`src/rtl/piece_blitter.sv`:
```
// piece_blitter: draws one 28x28 board cell from the piece ROM into the VGA frame buffer.
// Optional SELECT_BOX_EN forces a 2-pixel border to colour 1 when draw_box is latched.
module piece_blitter #(
  parameter int ORIGIN_X = 8,
  parameter int ORIGIN_Y = 8,
  parameter int CELL     = 28
) (
  input  logic       clock,
  input  logic       reset,
  input  logic       start,
  input  logic [2:0] cell_x,
  input  logic [2:0] cell_y,
  input  logic [1:0] piece,
  input  logic       draw_box,
  output logic [1:0] rom_sel,
  output logic [9:0] rom_addr,
  input  logic       rom_q,
  output logic [8:0] x,
  output logic [7:0] y,
  output logic       colour,
  output logic       writeEn,
  output logic       busy,
  output logic       done
);

  typedef enum logic [1:0] {IDLE, SCAN, FLUSH, DONE} state_t;

  localparam logic [4:0] LAST   = 5'(CELL - 1);
  localparam logic [7:0] CELL_B = 8'(CELL);

  state_t     r_state, w_next;
  logic [4:0] r_px, r_py;
  logic [9:0] r_addr;
  logic [1:0] r_sel;
  logic [8:0] r_bx, r_x1, r_x;
  logic [7:0] r_by, r_y1, r_y;
  logic       r_v1, r_col, r_we;
  logic [8:0] w_bx;
  logic [7:0] w_by;
  logic       w_last, w_go;

`ifdef SELECT_BOX_EN
  logic r_box, r_e1, w_edge;
  assign w_edge = r_box && (r_px < 5'd2 || r_px > LAST - 5'd2 ||
                            r_py < 5'd2 || r_py > LAST - 5'd2);
`else
  logic w_unused_box;
  assign w_unused_box = draw_box;
`endif

  // base = origin + CELL*cell via shift-add over the set bits of CELL
  always_comb begin
    w_bx = 9'(ORIGIN_X);
    w_by = 8'(ORIGIN_Y);
    for (int b = 0; b < 8; b++) begin
      if (CELL_B[b]) begin
        w_bx = w_bx + (9'(cell_x) << b);
        w_by = w_by + (8'(cell_y) << b);
      end
    end
  end

  assign w_last = (r_px == LAST) && (r_py == LAST);
  assign w_go   = (r_state == IDLE) && start;

  always_comb begin
    w_next = r_state;
    unique case (r_state)
      IDLE:  if (start)  w_next = SCAN;
      SCAN:  if (w_last) w_next = FLUSH;
      FLUSH: if (!r_v1)  w_next = DONE;
      DONE:              w_next = IDLE;
      default:           w_next = IDLE;
    endcase
  end

  always_ff @(posedge clock) begin
    if (reset) begin
      r_state <= IDLE;
      r_px    <= '0;
      r_py    <= '0;
      r_addr  <= '0;
      r_sel   <= '0;
      r_bx    <= '0;
      r_by    <= '0;
      r_x1    <= '0;
      r_y1    <= '0;
      r_v1    <= 1'b0;
      r_x     <= '0;
      r_y     <= '0;
      r_col   <= 1'b0;
      r_we    <= 1'b0;
`ifdef SELECT_BOX_EN
      r_box   <= 1'b0;
      r_e1    <= 1'b0;
`endif
    end else begin
      r_state <= w_next;
      if (w_go) begin
        r_bx   <= w_bx;
        r_by   <= w_by;
        r_sel  <= (piece == 2'd3) ? 2'd0 : piece;
        r_px   <= '0;
        r_py   <= '0;
        r_addr <= '0;
`ifdef SELECT_BOX_EN
        r_box  <= draw_box;
`endif
      end else if (r_state == SCAN && !w_last) begin
        r_addr <= r_addr + 10'd1;
        if (r_px == LAST) begin
          r_px <= '0;
          r_py <= r_py + 5'd1;
        end else begin
          r_px <= r_px + 5'd1;
        end
      end
      // stage 1 lines up the coordinates with the one-cycle ROM read
      r_v1 <= (r_state == SCAN);
      if (r_state == SCAN) begin
        r_x1 <= r_bx + 9'(r_px);
        r_y1 <= r_by + 8'(r_py);
`ifdef SELECT_BOX_EN
        r_e1 <= w_edge;
`endif
      end
      r_we <= r_v1;
      if (r_v1) begin
        r_x   <= r_x1;
        r_y   <= r_y1;
`ifdef SELECT_BOX_EN
        r_col <= rom_q | r_e1;
`else
        r_col <= rom_q;
`endif
      end
    end
  end

  assign rom_sel  = r_sel;
  assign rom_addr = r_addr;
  assign x        = r_x;
  assign y        = r_y;
  assign colour   = r_col;
  assign writeEn  = r_we;
  assign busy     = (r_state != IDLE);
  assign done     = (r_state == DONE);

endmodule

```
`config.mk`:
```
export PLATFORM = sky130hd
export DESIGN_NAME = piece_blitter
export DESIGN_NICKNAME = d
export VERILOG_FILES = /design/src/rtl/piece_blitter.sv
export SDC_FILE = /design/constraint.sdc
export NUM_CORES = 1
export LEC_CHECK = 0
export ABC_CLOCK_PERIOD_IN_PS = 5000
export BUFFER_PORTS_ARGS = -buffer_cell sky130_fd_sc_hd__buf_2
export CORE_MARGIN = 10
export CORE_UTILIZATION = 35
export CTS_CLUSTER_DIAMETER = 150
export DETAILED_ROUTE_END_ITERATION = 7
export SYNTH_ARGS = -nofsm -noshare
export SYNTH_HDL_FRONTEND = slang
export SYNTH_SLANG_ARGS = --single-unit
```
`constraint.sdc`:
```
create_clock -name clock -period 5 [get_ports clock]
set_input_delay 0 -clock clock [delete_from_list [all_inputs] [get_ports clock]]
set_output_delay 0 -clock clock [all_outputs]
set_load 0.1 [all_outputs]
```
Word level (Yosys, flattened, before mapping)
Cells that the tools add are included.

Add/sub/neg operators: 11. Reduce and logical (&&, ||, !) cells: 9. Multiplexer cells: 6. Equal/unequal tests: 9.

Operators with widths (number): $add 7x7->8 (2); $add 6x6->7 (2); $add 4x5->6 const A (2); $add 10x1->10 const B (1); $add 5x1->5 const B (2); $eq 5x5->1 const B (2); $add 9x5->9 (1); $add 8x5->8 (1); $mux 2 (4); $pmux 2 s4 (1); $eq 2x2->1 const B (3); $ne 2x2->1 const B (3); $mux 5 (1); $logic_and 1x1->1 (3); $reduce_and 3->1 (1); $eq 2x1->1 const B (1); $logic_not 2->1 (1); $reduce_and 2->1 (1); $reduce_bool 2->1 (1); $reduce_or 2->1 (1); $logic_not 1->1 (1).

Logic and storage cells: 49. Bits in registers: 78.

Longest topological paths before layout
Gate-level depths: netlist of the first run.

Depth after elaboration: 5. Depth in mapped cells: 8. Depth with buffers taken out: 8.

Worst setup path after synthesis of the first run
OpenSTA, ideal clock, no wires.

Path kind: reg-to-reg. Start: reg r_addr[2], in the netlist rom_addr[2]. End: reg r_addr[7], in the netlist rom_addr[7]. Arrival: 1.917 ns. Period minus slack after synthesis: 2.034 ns. Slack: 2.966 ns. Data required time: 4.884 ns. Stages on the path, launching flop included: 5. Library setup time: 0.116 ns. Cell sequence: dfxtp_1 -> nand4_1 -> a21oi_4 -> a31oi_1 -> a41o_1.

Cells in the longest elaborated chain, start to end: 1.

RTL lines: start: declaration (RTL line 33) `logic [9:0] r_addr;`; start signal: assignment (RTL line 110) `r_addr <= r_addr + 10'd1;`; $add 10x1->10 (RTL line 110).

No other way between the ends. A chain may end at the register's enable or synchronous reset.

Final worst setup path of the first run
Start: reg r_state[0]. End: reg r_sel[1], in the netlist rom_sel[1].

Cells in the longest elaborated chain, start to end: 2.

RTL lines: start: declaration (RTL line 31) `state_t r_state, w_next;`; start signal: assignment (RTL line 98) `r_state <= w_next;`; $logic_not 2->1 (RTL line 64) `assign w_go = (r_state == IDLE) && start;`; $logic_and 1x1->1 (RTL line 64); end signal: assignment (RTL line 102) `r_sel <= (piece == 2'd3) ? 2'd0 : piece;`; end: declaration (RTL line 34) `logic [1:0] r_sel;`.

No other way between the ends.

==> impl_metrics.tcl, run 1 <==
set metrics [dict create \
    outcome "completed" \
    synth_cell_types 44 \
    yosysTopAreaCellShare_pct 41.5 \
    dieArea_um2 14500 \
    rows 36 \
    clockBufferDepth 2 \
    p_seq_share_pct 40.3 \
    fin_setup_tns_ps 0 \
    cp-end-kind "flip-flop" \
    root_buffer "clkbuf_8" \
    critPathArrivalTime_ps 2360 \
    fill_cells 965 \
    clk_latency_ps 350 \
    port_buffers 44 \
    clock_power_share_pct 29.5 \
    dp.final_hpwl_mm 5.20 \
    drt_wl_total_mm 7.17 \
    die-width_um 120 \
    netlist_area_um2 3520 \
    syn_inst 366 \
    grt_max_degree 55 \
    required_ps 5280 \
    seqCellArea_um2 1460 \
    p_comb_share_pct 30.3 \
    worstPathMaxFanout 16 \
    drc 0 \
    cap_viol_max_count 0 \
    synth_edf_count 0 \
    grt_usage_pct 9.92 \
    cts.sinks 73 \
    drive_above_1_share_pct 16.8 \
    final_hold_viol_count 0 \
    synthArstFlopShare_pct 0 \
    nets 454 \
    power.net_switching_mw 0.652 \
    syn-num-nets 408 \
    io_pins 46 \
    drt_first_pass_iters 6 \
    synth.area.top_cells "dfxtp_1 42%, mux2i_1 8.5%, ha_1 8.2%, nor2_1 6.0%, fa_1 3.4%" \
    dieHeight_um 120 \
    ir_drop_mv 0.313 \
    cts_buffers 9 \
    yosysWarnings 0 \
    slew_headroom_pct 62.4 \
    slew_viol_final 0 \
    finalClockSkew_ps 11.0 \
    path_cells "inv_1, ha_1, and2_1, nand3b_1, dlygate4sd3_1, a21oi_1" \
    cts_max_level 3 \
    antenna_found_initial 1 \
    fin_crit_ps 2080 \
    max_freq_mhz 482 \
    rsz0062_at_grt "false" \
    start_util_pct 36.0 \
    setup_violations 0 \
    synth_flop_cell "dfxtp_1" \
    worstMarginPinSlew_ps 564 \
    hp-class "in2reg" \
    wl_per_cell_um 13.0 \
    ant_nets 0 \
    cts_tree "yes" \
    grt-ovfl-total 0 \
    netSwitchingFraction_pct 36.6 \
    initialDrtViolationCount 110 \
    first_global_vias 2472 \
    vias_per_cell 4.73 \
    ys_ff_latch 73 \
    multi_input_area_um2 1910 \
    coreArea_um2 9770 \
    yosysSeqAreaShare_pct 41.5 \
    post-route-util_pct 42.3 \
    p_leak_nw 1.81 \
    avgSynthCellArea_um2 9.62 \
    synth_top_cell_by_area "dfxtp_1" \
    p_int_mw 1.13 \
    cts_resized 0 \
    grt_pass1_wl_mm 11.8 \
    critPathMaxStageDelay_ps 580 \
    power_density_nw_per_um2 431 \
    startpoint_type "flip-flop" \
    crit_type "reg2reg" \
    area_growth_pct 17.3 \
    slowest_stage "dlygate4sd3_1" \
    num_vias 2599 \
    fin_crit_sh_pct 41.5 \
    clk_pin_slew_ps 80 \
    gp_congestion 0.740 \
]
routing by layer:
metal	vias up	GRT usage [%]	wire (um)
li1	1353	-	-
met1	1198	12.1	3360
met2	38	15.6	3330
met3	10	2.79	353
met4	0	5.20	127
met5	-	0	0
power by group through the flow:
stage | clock network (mW) | registers [mW] | logic (mW)
2_1_floorplan | 0 | 0.801 | 0.377
3_3_place_gp | 0 | 0.728 | 0.532
3_5_place_dp | 0 | 0.732 | 0.542
4_1_cts | 0.537 | 0.718 | 0.547
5_1_grt | 0.566 | 0.729 | 0.590
6_report | 0.525 | 0.716 | 0.539
final cells by class:
cell class	instances	area share, %
inverter	17	1.54
clock buffer	11	3.66
tap	133	4.03
timing repair buffer	53	7.33
sequential	73	35.4
clock inverter	4	1.85
antenna	1	0.0606
multi-input combinational	258	46.2
per-stage QoR:
step | instances | hold WS [ps] | total power, mW | setup WS (ps) | cell area [um^2]
4_1_cts | 549 | 112 | 1.80 | 2930 | 4130
6_report | 550 | 121 | 1.78 | 2920 | 4130
3_3_place_gp | 528 | 238 | 1.26 | 3070 | 3840
3_5_place_dp | 528 | 242 | 1.27 | 3020 | 3840
2_1_floorplan | 366 | 136 | 1.18 | 2970 | 3520
5_1_grt | 549 | 161 | 1.89 | 2760 | 4130
flip-flops by register name (all words and copies together), names as in the netlist:
register and count:
r_v1 1, rom_sel 2, r_px 5, r_by 6, r_x1 9, r_state 2, rom_addr 10, writeEn 1
r_bx 6, x 9, r_py 5, r_y1 8, y 8, colour 1
synth_stat cells (all sizes together) (3+ instances only):
master	n
and2	4
a211oi	12
inv	17
or3	4
mux2i	30
nand2	26
a21o	4
nand4b	3
nand4	7
a41o	3
fa	6
xor2	9
and3	3
clkbuf	8
nor2	56
nand3b	5
nor2b	6
ha	23
o21ai	7
nand3	4
buf	10
xnor2	9
dfxtp	73
a21oi	19
layout by cell type (no fill, tap or decap), drive strengths merged, types with 3 or more instances in the layout:
| cell | n |
|---|---|
| clkbuf | 11 |
| or3 | 4 |
| a41o | 3 |
| nand4b | 3 |
| nand2 | 26 |
| fa | 6 |
| a21oi | 19 |
| and3 | 3 |
| nor2b | 6 |
| a21o | 4 |
| nor2 | 56 |
| and2 | 4 |
| nand4 | 7 |
| nand3b | 5 |
| xor2 | 9 |
| dfxtp | 73 |
| inv | 17 |
| xnor2 | 9 |
| mux2i | 30 |
| dlygate4sd3 | 6 |
| ha | 23 |
| a211oi | 12 |
| nand3 | 4 |
| o21ai | 7 |
| buf | 47 |
timing repair:
item,in CTS,in global routing
setup buffers,0,0
hold buffers,6,0
endpoints found under the setup margin,0,0
endpoints found under the hold margin,5,0
critical path, delay by kind of cell, from the launching register on:
family,cells,cell delay (ps)
AOI/OAI and AO/OA,1,140
adders and majority gates,1,240
buffers and inverters,2,670
DFF,1,340
and+or+nand+nor,2,630
kinds of logic after synthesis:
| kind of cell | Yosys count | synth area share [%] |
|---|---|---|
| simple gates | 124 | 17.6 |
| mux | 30 | 8.53 |
| flops | 73 | 41.5 |
| buf+inv | 35 | 4.34 |
| fa+ha+maj | 29 | 11.6 |
| xor+xnor | 18 | 4.48 |
| compound gates | 57 | 11.9 |
path summary, 6_finish.rpt:
path	endpoint	startpoint	depth (start not counted)	slack (ps)
max	rom_sel[1]	r_state[0]	6	2920
min	r_by[3]	cell_y[1]	4	120
max reg2reg	rom_sel[1]	r_state[0]	6	2920
min reg2reg	rom_sel[0]	rom_sel[0]	2	450
(Power assumes the default switching activity.)
==> inputs of run 2 (changes only) <==
Settings changed: ABC_CLOCK_PERIOD_IN_PS 5000 to 1800.
Clock period 5 ns to 1.8 ns, I/O delays scaled along.
==> impl_metrics.tcl, run 2 (same netlist as run 1, synthesis figures left out) <==
set metrics [dict create \
    grt_max_degree 30 \
    path_buf_inv 0 \
    place_ws_ps 103 \
    root_buffer "clkbuf_8" \
    drive_above_1_share_pct 21.5 \
    worstMarginPinSlew_ps 496 \
    grt_usage_pct 10.9 \
    layout_common_cells "66 x dfxtp_1, 56 x nor2_1, 44 x buf_2" \
    cap_viol_max_count 0 \
    max_freq_mhz 593 \
    gp_congestion 0.775 \
    cts_buffers 9 \
    p_seq_share_pct 41.3 \
    crit_type "reg2reg" \
    fill_cells 986 \
    coreArea_um2 9770 \
    worstPathMaxFanout 6 \
    setup_violations 0 \
    power.net_switching_mw 1.85 \
    finalClockSkew_ps 8.46 \
    cts_max_level 3 \
    hp-class "in2reg" \
    power.total_mw 4.78 \
    p_comb_share_pct 35.4 \
    critPathArrivalTime_ps 1930 \
    initialDrtViolationCount 102 \
    nets 470 \
    drc 0 \
    num_vias 2685 \
    fin_crit_ps 1690 \
    mostFrequentLayoutCell "dfxtp_1" \
    clockBufferDepth 2 \
    required_ps 2040 \
    slowest_stage "and4b_1" \
    drt_first_pass_iters 4 \
    slew_viol_final 0 \
    clock_power_share_pct 23.3 \
    drt_wl_total_mm 7.57 \
    critPathMaxStageDelay_ps 440 \
    cts.sinks 73 \
    port_buffers 44 \
    setup_ws_ps 114 \
    crit_family "simple AND/OR/NAND/NOR gates" \
    p_leak_nw 1.86 \
    wl_per_cell_um 13.4 \
    rows 36 \
    dieArea_um2 14500 \
    clk_latency_ps 350 \
    first_global_vias 2715 \
    netSwitchingFraction_pct 38.6 \
    ir_drop_mv 0.855 \
    cp-end-kind "flip-flop" \
    start_util_pct 36.0 \
    power_density_nw_per_um2 1140 \
    startpoint_type "flip-flop" \
    clk_pin_slew_ps 80 \
    p_int_mw 2.94 \
    fin_setup_tns_ps 0 \
    outcome "completed" \
    dp.final_hpwl_mm 5.55 \
    rsz0062_at_grt "false" \
    slew_headroom_pct 67.2 \
    grt-ovfl-total 0 \
    vias_per_cell 4.74 \
    area_growth_pct 19.3 \
    fin_crit_sh_pct 93.7 \
    dieHeight_um 120 \
    antenna_found_initial 1 \
    die-width_um 120 \
    io_pins 46 \
    largest_register_ffs 10 \
    path_cells "ha_1, and4b_1, nand3_1, nand2_1, nor2_1" \
    post-route-util_pct 43.0 \
    cts_tree "yes" \
    whs_ps 102 \
    grt_pass1_wl_mm 12.9 \
    ant_nets 0 \
    final_hold_viol_count 0 \
]
run 2: area by class of cell:
cell class,instances,area [um^2],area share [%]
inverters,17,67.6,1.61
well taps,133,166,3.96
repair buffers,69,423,10.1
diodes,1,2.50,0.0596
clock inverters,3,17.5,0.417
clock buffers,12,145,3.45
flip-flops and latches,73,1470,35.0
multi-input cells,258,1910,45.4
run 2: worst min-delay path: stages:
cell,delay (ps)
buf_2,140
inv_1,90
ha_1,130
a211oi_1,50
run 2: final timing paths:
kind | cells after the start | endpoint | slack, ps | startpoint
setup / recovery | 5 | r_px[3] | 110 | r_px[1]
hold / removal | 4 | r_by[3] | 100 | cell_y[1]
setup reg to reg | 5 | r_px[3] | 110 | r_px[1]
hold reg to reg | 2 | rom_sel[0] | 450 | rom_sel[0]
run 2: metal layers:
layer	global-route usage, %	vias up	part of all wire, %
met2	17.6	39	46
met5	0	-	0
met1	12.7	1248	47
met3	3.58	10	4.6
met4	5.81	0	2.4
li1	-	1388	-
run 2: stage by stage:
stage | std cells | area, um^2
3_3_place_gp | 541 | 3950
2_1_floorplan | 366 | 3530
3_5_place_dp | 541 | 3950
4_1_cts | 562 | 4170
6_report | 566 | 4200
5_1_grt | 565 | 4200
run 2: repair_timing:
| item | in CTS | in global routing |
|---|---|---|
| hold buffers | 6 | 0 |
| endpoints found under the hold margin | 6 | 0 |
| gates resized for setup | 0 | 3 |
| buffers inserted | 0 | 3 |
| setup endpoints to repair | 0 | 5 |
run 2: power groups by stage:
stage	Combinational, mW	Clock, mW	Sequential [mW]
after floorplan	1.06	0	2.23
after global placement	1.63	0	2.00
after detailed placement	1.65	0	2.01
after CTS	1.66	1.16	1.97
after global routing	1.86	1.23	2.00
final	1.70	1.11	1.97
